`config.mk`:
```
export PLATFORM = sky130hd
export DESIGN_NAME = rom_stream_reader
export DESIGN_NICKNAME = d
export VERILOG_FILES = /design/src/rtl/rom_stream_reader.sv
export SDC_FILE = /design/constraint.sdc
export NUM_CORES = 1
export LEC_CHECK = 0
export ABC_AREA = 1
export ABC_CLOCK_PERIOD_IN_PS = 5500
export BUFFER_PORTS_ARGS = -buffer_cell sky130_fd_sc_hd__buf_2
export CORE_ASPECT_RATIO = 1.25
export CORE_MARGIN = 5
export CORE_UTILIZATION = 40
export DETAILED_ROUTE_END_ITERATION = 6
export PLACE_DENSITY = 0.55
export SLEW_MARGIN = 20
export SYNTH_ARGS = -nofsm -noshare
export SYNTH_HDL_FRONTEND = slang
export SYNTH_SLANG_ARGS = --single-unit
```
`constraint.sdc`:
```
create_clock -name clk -period 5.5 [get_ports clk]
set_clock_uncertainty 0.1 [all_clocks]
set_input_delay 0.825 -clock clk [delete_from_list [all_inputs] [get_ports clk]]
set_output_delay 0.825 -clock clk [all_outputs]
set_load 0.03 [all_outputs]
```
`src/rtl/rom_stream_reader.sv`:
```
// Streams consecutive words from a fixed-latency ROM onto a valid/ready interface.
// A credit counter bounds the reads in flight so the output FIFO never overflows.
module rom_stream_reader #(
  parameter int ADDR_WIDTH = 10,
  parameter int DATA_WIDTH = 64,
  parameter int RD_LATENCY = 2,
  parameter int FIFO_DEPTH = 4
) (
  input  logic                  clk,
  input  logic                  rst_n,
  input  logic                  start,
  input  logic [ADDR_WIDTH-1:0] start_addr,
  input  logic [ADDR_WIDTH:0]   length,
  output logic                  busy,
  output logic                  done,
  output logic [ADDR_WIDTH-1:0] rom_addr,
  input  logic [DATA_WIDTH-1:0] rom_rd_data,
  output logic                  m_valid,
  input  logic                  m_ready,
  output logic [DATA_WIDTH-1:0] m_data,
  output logic                  m_last
);

  localparam int PW = $clog2(FIFO_DEPTH);
  localparam int CW = PW + 1;
  localparam logic [CW-1:0]         DEPTH_C  = CW'(FIFO_DEPTH);
  localparam logic [CW-1:0]         CNT_ONE  = CW'(1);
  localparam logic [PW-1:0]         PTR_ONE  = PW'(1);
  localparam logic [ADDR_WIDTH-1:0] ADDR_ONE = ADDR_WIDTH'(1);
  localparam logic [ADDR_WIDTH:0]   REM_ONE  = (ADDR_WIDTH + 1)'(1);

  typedef enum logic [1:0] {
    S_IDLE,
    S_RUN,
    S_DRAIN,
    S_DONE
  } state_t;

  state_t                state_q;
  logic                  busy_q;
  logic                  done_q;
  logic [ADDR_WIDTH-1:0] addr_q;
  logic [ADDR_WIDTH:0]   remaining_q;
  logic [CW-1:0]         credit_q;

  logic issue;
  logic issue_last;
  logic pop;

  // Credit covers both words in the ROM pipeline and words sitting in the FIFO.
  assign issue      = (state_q == S_RUN) && (credit_q < DEPTH_C);
  assign issue_last = issue && (remaining_q == REM_ONE);
  assign pop        = m_valid && m_ready;

  always_ff @(posedge clk or negedge rst_n) begin
    if (!rst_n) begin
      state_q     <= S_IDLE;
      busy_q      <= 1'b0;
      done_q      <= 1'b0;
      addr_q      <= '0;
      remaining_q <= '0;
    end else begin
      case (state_q)
        S_IDLE: begin
          done_q <= 1'b0;
          if (start) begin
            if (length == '0) begin
              state_q <= S_DONE;
              done_q  <= 1'b1;
            end else begin
              state_q     <= S_RUN;
              busy_q      <= 1'b1;
              addr_q      <= start_addr;
              remaining_q <= length;
            end
          end
        end
        S_RUN: begin
          if (issue) begin
            addr_q      <= addr_q + ADDR_ONE;
            remaining_q <= remaining_q - REM_ONE;
            if (issue_last) begin
              state_q <= S_DRAIN;
            end
          end
        end
        S_DRAIN: begin
          if (pop && m_last) begin
            state_q <= S_DONE;
            busy_q  <= 1'b0;
            done_q  <= 1'b1;
          end
        end
        default: begin
          state_q <= S_IDLE;
          done_q  <= 1'b0;
        end
      endcase
    end
  end

  always_ff @(posedge clk or negedge rst_n) begin
    if (!rst_n) begin
      credit_q <= '0;
    end else begin
      case ({issue, pop})
        2'b10:   credit_q <= credit_q + CNT_ONE;
        2'b01:   credit_q <= credit_q - CNT_ONE;
        default: credit_q <= credit_q;
      endcase
    end
  end

  // {last, issue} travels alongside the ROM so the exiting entry matches rom_rd_data.
  logic [1:0] pipe_q [RD_LATENCY];
  logic [1:0] pipe_d [RD_LATENCY];

  genvar gi;
  generate
    for (gi = 0; gi < RD_LATENCY; gi++) begin : g_pipe
      if (gi == 0) begin : g_head
        assign pipe_d[gi] = {issue_last, issue};
      end else begin : g_tail
        assign pipe_d[gi] = pipe_q[gi-1];
      end
    end
  endgenerate

  always_ff @(posedge clk or negedge rst_n) begin
    if (!rst_n) begin
      for (int i = 0; i < RD_LATENCY; i++) begin
        pipe_q[i] <= '0;
      end
    end else begin
      for (int i = 0; i < RD_LATENCY; i++) begin
        pipe_q[i] <= pipe_d[i];
      end
    end
  end

  logic wr_en;
  logic wr_last;
  assign wr_en   = pipe_q[RD_LATENCY-1][0];
  assign wr_last = pipe_q[RD_LATENCY-1][1];

  logic [DATA_WIDTH-1:0] mem_data_q [FIFO_DEPTH];
  logic                  mem_last_q [FIFO_DEPTH];
  logic [PW-1:0]         wr_ptr_q;
  logic [PW-1:0]         rd_ptr_q;
  logic [CW-1:0]         count_q;

  always_ff @(posedge clk or negedge rst_n) begin
    if (!rst_n) begin
      for (int i = 0; i < FIFO_DEPTH; i++) begin
        mem_data_q[i] <= '0;
        mem_last_q[i] <= 1'b0;
      end
      wr_ptr_q <= '0;
      rd_ptr_q <= '0;
      count_q  <= '0;
    end else begin
      if (wr_en) begin
        mem_data_q[wr_ptr_q] <= rom_rd_data;
        mem_last_q[wr_ptr_q] <= wr_last;
        wr_ptr_q             <= wr_ptr_q + PTR_ONE;
      end
      if (pop) begin
        rd_ptr_q <= rd_ptr_q + PTR_ONE;
      end
      case ({wr_en, pop})
        2'b10:   count_q <= count_q + CNT_ONE;
        2'b01:   count_q <= count_q - CNT_ONE;
        default: count_q <= count_q;
      endcase
    end
  end

  a_no_fifo_overflow: assert property (@(posedge clk) disable iff (!rst_n)
    !(wr_en && (count_q == DEPTH_C)));

  assign busy     = busy_q;
  assign done     = done_q;
  assign rom_addr = addr_q;
  assign m_valid  = (count_q != '0);
  assign m_data   = mem_data_q[rd_ptr_q];
  assign m_last   = m_valid && mem_last_q[rd_ptr_q];

endmodule
```
==> results of run 1 <==
[worst max-delay path by stage]
stage	start	to	cells past startpoint
after floorplan	rd_ptr_q[0]	m_data[53]	6
after global placement	rd_ptr_q[0]	m_data[55]	5
after detailed placement	rd_ptr_q[0]	m_data[55]	5
after CTS	rd_ptr_q[0]	m_data[55]	5
after global routing	rd_ptr_q[0]	m_data[55]	5
final	rd_ptr_q[0]	m_data[55]	5
[per-stage QoR]
| stage | cells | util (%) | hold WS, ps | instance area [um^2] |
|---|---|---|---|---|
| 3_3_place_gp | 2110 | 43.4 | 236 | 14600 |
| 6_report | 2171 | 46.9 | 241 | 15800 |
| 4_1_cts | 2171 | 46.9 | 241 | 15800 |
| 2_1_floorplan | 1617 | - | 231 | 13600 |
| 5_1_grt | 2171 | 46.9 | 236 | 15800 |
| 3_5_place_dp | 2110 | 43.4 | 238 | 14600 |
[sequential cells by signal, indices dropped and copies added (netlist names), 2 cells and up]
signal	count
wr_ptr_q	2
pipe_q	2
remaining_q	11
mem_last_q	4
mem_data_q	256
rom_addr	10
count_q	3
rd_ptr_q	2
state_q	2
pipe_d	2
credit_q	3
[critical path, cell delays in order, from the launching register on]
cell and delay (ps):
sky130_fd_sc_hd__dfrtp_4 720, sky130_fd_sc_hd__inv_4 800, sky130_fd_sc_hd__buf_4 390, sky130_fd_sc_hd__o21ai_0 110, sky130_fd_sc_hd__o22ai_1 210, sky130_fd_sc_hd__buf_2 240
[cell usage after synthesis]
cell | number | share of area [%]
sky130_fd_sc_hd__o21ai_0 | 396 | 15
sky130_fd_sc_hd__nand2_1 | 361 | 9.9
sky130_fd_sc_hd__dfrtp_1 | 299 | 55
sky130_fd_sc_hd__nor2_1 | 173 | 4.8
sky130_fd_sc_hd__inv_1 | 108 | 3.0
sky130_fd_sc_hd__o22ai_1 | 64 | 2.9
sky130_fd_sc_hd__clkbuf_1 | 51 | 1.4
sky130_fd_sc_hd__buf_2 | 38 | 1.4
sky130_fd_sc_hd__nand3_1 | 24 | 0.88
sky130_fd_sc_hd__ha_1 | 13 | 1.2
sky130_fd_sc_hd__o21ai_1 | 13 | 0.48
sky130_fd_sc_hd__a21oi_1 | 11 | 0.40
sky130_fd_sc_hd__o21ai_2 | 11 | 0.71
sky130_fd_sc_hd__buf_6 | 10 | 0.83
sky130_fd_sc_hd__buf_4 | 9 | 0.50
sky130_fd_sc_hd__nand4_1 | 7 | 0.32
sky130_fd_sc_hd__xor2_1 | 4 | 0.26
sky130_fd_sc_hd__nor3_1 | 3 | 0.11
sky130_fd_sc_hd__a21oi_2 | 2 | 0.13
sky130_fd_sc_hd__fa_1 | 2 | 0.29
sky130_fd_sc_hd__nand2_2 | 2 | 0.092
sky130_fd_sc_hd__o211ai_2 | 2 | 0.18
sky130_fd_sc_hd__o31ai_1 | 2 | 0.11
sky130_fd_sc_hd__xnor2_1 | 2 | 0.13
sky130_fd_sc_hd__clkinv_4 | 1 | 0.064
sky130_fd_sc_hd__inv_2 | 1 | 0.028
sky130_fd_sc_hd__inv_4 | 1 | 0.046
sky130_fd_sc_hd__nand2_4 | 1 | 0.083
sky130_fd_sc_hd__nand3b_1 | 1 | 0.055
sky130_fd_sc_hd__nor2_2 | 1 | 0.046
sky130_fd_sc_hd__nor4_1 | 1 | 0.046
sky130_fd_sc_hd__o211ai_1 | 1 | 0.055
sky130_fd_sc_hd__or2_1 | 1 | 0.046
sky130_fd_sc_hd__or2_2 | 1 | 0.046
[final cells by class]
class                      instances  area, um^2  share of cell area (%)
sequential                       299        7490                    47.5
multi-input combinational       1099        5190                    32.9
clock buffer                      52        1050                    6.68
timing repair buffer             178         956                    6.06
tap                              423         529                    3.36
inverter                         111         424                    2.69
clock inverter                     9         126                   0.802
[power groups by stage]
stage / clock (uW) / sequential (uW) / combinational, uW
after floorplan: 0 / 3870 / 3810
after global placement: 0 / 4070 / 4870
after detailed placement: 0 / 4060 / 4970
after CTS: 2420 / 4050 / 4980
after global routing: 2520 / 4200 / 5550
final: 2360 / 4050 / 4890
[layer usage]
layer	global-route usage [%]	wire [um]	vias up
met5	0	0	-
met4	4.11	560	0
met3	3.17	1540	41
met2	31.7	16700	235
met1	25.5	16200	5282
li1	-	-	5532
[cell families after synthesis]
group | synth area share [%]
AOI/OAI and AO/OA | 19.5
DFF | 54.9
and+or+nand+nor | 16.4
adders and majority gates | 1.49
buffers and inverters | 7.24
xor gates and xnor gates | 0.386
==> summary.txt, run 1 <==
========================================================================================================
Total DRC errors in the routed layout                                                                  0
Max Fclk                                                                                         252 MHz
Accumulated negative setup slack                                                                    0 ps
TritonCTS clock tree                                                                                done
Cell area after synthesis                                                                    0.0136 mm^2
Part of the power in the clock network                                                             20.9%
Count of pins over their slew limit                                                                    0
Setup-failing EPs final                                                                                0
Average wire per cell in the routed design                                                       16.1 um
Measured slew at the worst slew-check pin                                                         954 ps
Critical path type                                                                               reg2out
Final Hold Violating Endpoints                                                                         0
Number of setup buffers added after CTS                                                                0
Post-placement setup slack                                                                       2070 ps
Buffers on Ports                                                                                     166
Clock root buffer master                                                                    sky130_fd_sc_hd__clkbuf_16
Area growth from synthesis to layout                                                               15.7%
Number of warnings issued by yosys                                                                     0
Boundary Pins                                                                                        167
Worst R2R Setup Slack                                                                            2990 ps
Clock tree sinks                                                                                     299
Antenna cells                                                                                          0
Part of the power in registers                                                                     35.8%
Net count after synthesis                                                                          1,721
Static leakage                                                                                0.00778 uW
Worst Path Max Fanout                                                                                 85
Via count                                                                                         11,100
Gates resized, CTS repair                                                                              0
Most common cell after layout, fill and taps aside                                          sky130_fd_sc_hd__o21ai_0
Via count of the first global-routing pass                                                        11,200
Vertical die dimension                                                                            216 um
Critical register-to-register path endpoint                                                 remaining_q[5]
Unrepaired setup endpoints after global routing                                                    false
Bufs on Longest Clock Path                                                                             3
Row Count                                                                                             75
Class of the tightest hold or removal check                                                     in2async
Largest net degree at the start of global routing                                                    129
PnR worst setup slack                                                                            1530 ps
Worst r2r src                                                                                 state_q[1]
Sum of internal, switching and leakage power                                                   11,300 uW
Data arrival time of the critical path                                                           3050 ps
Post-synthesis sequential element count                                                              299
Final Wtd Congestion                                                                               0.804
GRT Total Usage                                                                                    18.7%
Leading cell types in the layout, fill and taps excluded                                    sky130_fd_sc_hd__o21ai_0 (396), sky130_fd_sc_hd__nand2_1 (357), sky130_fd_sc_hd__dfrtp_1 (297)
Global-route congestion overflow total                                                                 0
Fraction of power spent switching nets                                                             44.0%
Horizontal die dimension                                                                          175 um
Share of the clock period used by the worst path                                                   72.2%
Number of vias per cell                                                                             5.11
First drt pass iteration count                                                                         5
First-pass GRT wire length                                                                     58,800 um
Starting utilization of the core area                                                              40.6%
Comb power frac                                                                                    43.3%
R2R cell count                                                                                         9
Post-synthesis area per instance                                                               8.43 um^2
Core region area                                                                             0.0336 mm^2
Minimum clock period                                                                             3970 ps
Cell internal power dissipation                                                                  6330 uW
Data required, critical path                                                                     4580 ps
Max VDD drop                                                                                    0.300 mV
Normalized max-slew margin                                                                         36.4%
Net count reported at finish                                                                       1,827
Clock insertion delay at the later pin of the skew report                                         510 ps
Overall routed net length                                                                      35,000 um
Result of the run                                                                           finished, final reports clean
Register area share after synthesis                                                                54.9%
Area of the die                                                                              0.0379 mm^2
Post-CTS clock slew at the launch and capture registers of the worst setup and hold paths          60 ps
Max-cap violation count                                                                                0
Starting DRC count in detailed routing                                                               706
Cell count after synthesis                                                                         1,617
CTS H-Tree Depth                                                                                       2
Number of nets still failing antenna checks after routing                                              0
Switching Power                                                                                  4970 uW
Antenna violations before repair                                                                       0
Share of post-route cells with drive strength above 1                                              14.9%
Category of the worst setup path launch point                                                       flop
Post-synth cell types                                                                                 34
Count of hold buffers inserted by post-cts repair                                                      0
Placed wire-length estimate                                                                    21,000 um
Power per unit of standard cell area                                                         717 mW/mm^2
TritonCTS Buffers                                                                                     34
Filler cells                                                                                       3,432
Sort of element at the end of the critical path                                             primary output
========================================================================================================
Power figures use the tool's default switching activity.
==> inputs of run 2 (changes only) <==
--- a/config.mk
+++ b/config.mk
@@ -5,14 +5,14 @@
 export SDC_FILE = /design/constraint.sdc
 export NUM_CORES = 1
 export LEC_CHECK = 0
-export ABC_AREA = 1
-export ABC_CLOCK_PERIOD_IN_PS = 5500
+export ABC_AREA = 0
+export ABC_CLOCK_PERIOD_IN_PS = 3840
 export BUFFER_PORTS_ARGS = -buffer_cell sky130_fd_sc_hd__buf_2
 export CORE_ASPECT_RATIO = 1.25
 export CORE_MARGIN = 5
 export CORE_UTILIZATION = 40
 export DETAILED_ROUTE_END_ITERATION = 6
-export PLACE_DENSITY = 0.55
+export PLACE_DENSITY = 0.56
 export SLEW_MARGIN = 20
 export SYNTH_ARGS = -nofsm -noshare
 export SYNTH_HDL_FRONTEND = slang
==> constraint.sdc (replaced) <==
create_clock -name clk -period 3.84 [get_ports clk]
set_clock_uncertainty 0.1 [all_clocks]
set_input_delay 0.576 -clock clk [delete_from_list [all_inputs] [get_ports clk]]
set_output_delay 0.576 -clock clk [all_outputs]
set_load 0.03 [all_outputs]
==> run 2 against run 1 <==
Effect of this change:
- synthesized cell count decreased by 45%
- via count decreased by 27%
- non-clock buffer count increased by 9
- die area decreased by 0.67%
- sequential share of layout area decreased by 0.99 points
- core utilization increased by 1.1 points
- final area increased by 2.1%
- critical endpoint is now m_data[60]
- largest cell class unchanged
- highest routed layer unchanged
==> summary.txt, run 2 <==
========================================================================================================
Cell with the biggest individual delay on the critical path                                 sky130_fd_sc_hd__dfrtp_4
Total DRC errors in the routed layout                                                                  0
Starting utilization of the core area                                                              40.4%
Share of the clock period used by the worst path                                                   82.2%
Via count                                                                                          8,076
Most common cell after layout, fill and taps aside                                          sky130_fd_sc_hd__dfrtp_1
Class of the tightest hold or removal check                                                     in2async
Simple-gate share of the synthesized area                                                          3.53%
Static leakage                                                                                0.00701 uW
Critical path type                                                                               reg2out
Maximum cell stage delay along the critical path                                                  880 ps
Minimum clock period                                                                             3150 ps
Post-synth cell types                                                                                 56
Starting DRC count in detailed routing                                                               259
Fin Hold WS                                                                                      40.9 ps
Unrepaired setup endpoints after global routing                                                    false
R2R cell count                                                                                         7
Overall routed net length                                                                      30,000 um
First-pass GRT wire length                                                                     49,600 um
Setup-failing EPs final                                                                                0
Net count reported at finish                                                                       1,156
Worst Path Max Fanout                                                                                 31
Final cell utilization of the core                                                                 48.1%
Clock tree sinks                                                                                     299
Worst-path cell chain                                                                       buf_4 -> mux4_2 -> buf_2
Normalized max-slew margin                                                                         37.9%
Count of pins over their slew limit                                                                    0
Leading cell types in the layout, fill and taps excluded                                    sky130_fd_sc_hd__dfrtp_1 (297), sky130_fd_sc_hd__mux2_2 (260), sky130_fd_sc_hd__buf_2 (165)
Category of the worst setup path launch point                                                       flop
Via count of the first global-routing pass                                                         8,996
Power per unit of standard cell area                                                        1020 mW/mm^2
Top area cells in the synthesized netlist                                                   sky130_fd_sc_hd__dfrtp_1 (55%), sky130_fd_sc_hd__mux2_2 (22%), sky130_fd_sc_hd__mux4_2 (11%)
Area share of the leading cell type in the synthesized netlist                                     55.3%
Area of the die                                                                              0.0376 mm^2
Data required, critical path                                                                     3160 ps
Result of the run                                                                           finished, final reports clean
Final Wtd Congestion                                                                               0.766
XOR/XNOR share of the synthesized area                                                            0.583%
Largest net degree at the start of global routing                                                    105
Most frequent cell after synthesis                                                          sky130_fd_sc_hd__dfrtp_1
Count of flip-flops with a built-in enable after synthesis                                             0
Boundary Pins                                                                                        167
Post-synthesis sequential element count                                                              299
GRT Total Usage                                                                                    16.3%
Count of hold buffers inserted by post-cts repair                                                      0
Critical register-to-register path endpoint                                                 remaining_q[5]
Net count after synthesis                                                                            991
Flip-flop count of the largest register, all copies and words added                                  256
Clock insertion delay at the later pin of the skew report                                         510 ps
Core region area                                                                             0.0335 mm^2
Global-route congestion overflow total                                                                 0
Footprint of the multi-input gates                                                          0.00572 mm^2
Top reg by flops                                                                              mem_data_q
Number of vias per cell                                                                             5.39
Worst R2R Setup Slack                                                                            1310 ps
Gates resized, CTS repair                                                                              0
Clock root buffer master                                                                    sky130_fd_sc_hd__clkbuf_16
List of most frequent post-synthesis cells                                                  sky130_fd_sc_hd__dfrtp_1 (299), sky130_fd_sc_hd__mux2_2 (260), sky130_fd_sc_hd__mux4_2 (65)
Worst r2r src                                                                                 state_q[0]
Cell area after synthesis                                                                    0.0135 mm^2
Data arrival time of the critical path                                                           2480 ps
Post-synthesis area per instance                                                               15.3 um^2
Measured slew at the worst slew-check pin                                                         931 ps
Row Count                                                                                             75
Multiplexer share of the synthesized area                                                          32.9%
Area after detailed placement                                                                0.0149 mm^2
Complex-gate fraction of the synthesized area                                                      3.54%
Main combinational cell family by area after synthesis                                      multiplexers
Accumulated negative setup slack                                                                    0 ps
Max VDD drop                                                                                    0.545 mV
Number of setup buffers added after CTS                                                                0
Register area share after synthesis                                                                55.3%
Cell count after synthesis                                                                           887
Synth async-reset ratio                                                                             100%
Horizontal die dimension                                                                          175 um
End point of the critical path                                                                m_data[60]
Placed wire-length estimate                                                                    19,000 um
Average wire per cell in the routed design                                                       20.0 um
Sequential cell area                                                                        0.00749 mm^2
Area growth from synthesis to layout                                                               19.0%
Post-CTS clock slew at the launch and capture registers of the worst setup and hold paths          60 ps
Synth area leader                                                                           sky130_fd_sc_hd__dfrtp_1
Prevailing post-synth register cell                                                         sky130_fd_sc_hd__dfrtp_1
Max-cap violation count                                                                                0
Vertical die dimension                                                                            216 um
First drt pass iteration count                                                                         4
Bufs on Longest Clock Path                                                                             3
Buffers on Ports                                                                                     166
Startpoint of the worst setup timing path                                                    rd_ptr_q[0]
Max Fclk                                                                                         317 MHz
Sort of element at the end of the critical path                                             primary output
Number of nets still failing antenna checks after routing                                              0
Filler cells                                                                                       2,937
Number of warnings issued by yosys                                                                     0
TritonCTS Buffers                                                                                     34
Post-route cell area                                                                         0.0161 mm^2
Share of post-route cells with drive strength above 1                                              54.0%
TritonCTS clock tree                                                                                done
Final Hold Violating Endpoints                                                                         0
Antenna violations before repair                                                                       2
Share of synthesized cell area in full adder, half adder and majority cells                        1.50%
CTS H-Tree Depth                                                                                       2
========================================================================================================
## run 2: cell count changes after synthesis, sizes merged, moves of 26 or more
cell    before  now
o21ai      420   13
nand2      364   17
mux2         0  260
nor2       174   12
inv        110   27
mux4         0   65
o22ai       64    3
clkbuf      51   25
## run 2: report_power, final
group | leakage, uW | internal, uW | total [uW] | switching, uW
registers | 0.00350 | 4760 | 5850 | 1090
clock network | 0.000568 | 2060 | 3320 | 1260
logic | 0.00295 | 3490 | 7190 | 3690
## run 2: final cells by class
cell class / instances / area share (%)
sequential: 299 / 46.5
multi-input combinational: 503 / 35.6
timing repair buffer: 187 / 6.82
clock buffer: 49 / 6.40
tap: 423 / 3.29
clock inverter: 9 / 0.762
inverter: 27 / 0.630
antenna: 2 / 0.0311
## run 2: worst max-delay path, delay by kind of cell, from the launching register on
kind,cells,cell delay (ps)
DFF,1,880
muxes,1,530
buffers and inverters,2,550
## run 2: metal layers
metal / vias up / GRT usage [%] / wire length, um
met1: 4229 / 20.7 / 12800
met2: 156 / 28.2 / 15300
met5: - / 0 / 0
met4: 0 / 4.69 / 648
li1: 3645 / - / -
met3: 46 / 3.29 / 1240
## run 2: cells by family (layout without fill, tap and decap cells)
kind of cell               Yosys count  in the layout
AOI/OAI and AO/OA                   63             63
xor gates and xnor gates             9              9
adders and majority gates           15             15
buffers and inverters               85            272
DFF                                299            299
muxes                              331            331
other                                0              2
and+or+nand+nor                     85             85
## run 2: how the worst min path moves through the flow
stage / slack [ps] / to / cells past startpoint
4_1_cts: 50 / mem_data_q[128] / 1
3_5_place_dp: 240 / pipe_q[1] / 0
5_1_grt: 100 / mem_data_q[170] / 1
2_1_floorplan: 180 / busy / 0
3_3_place_gp: 230 / pipe_q[0] / 0
6_report: 40 / mem_data_q[42] / 1
## run 2: metrics by stage
step                instances  total power (uW)  setup WS [ps]
floorplan                 887             11200           1490
global placement         1439             13100           1140
CTS                      1497             16600            559
finish                   1499             16400            685
global route             1499             17400            478
detailed placement       1439             13200           1130
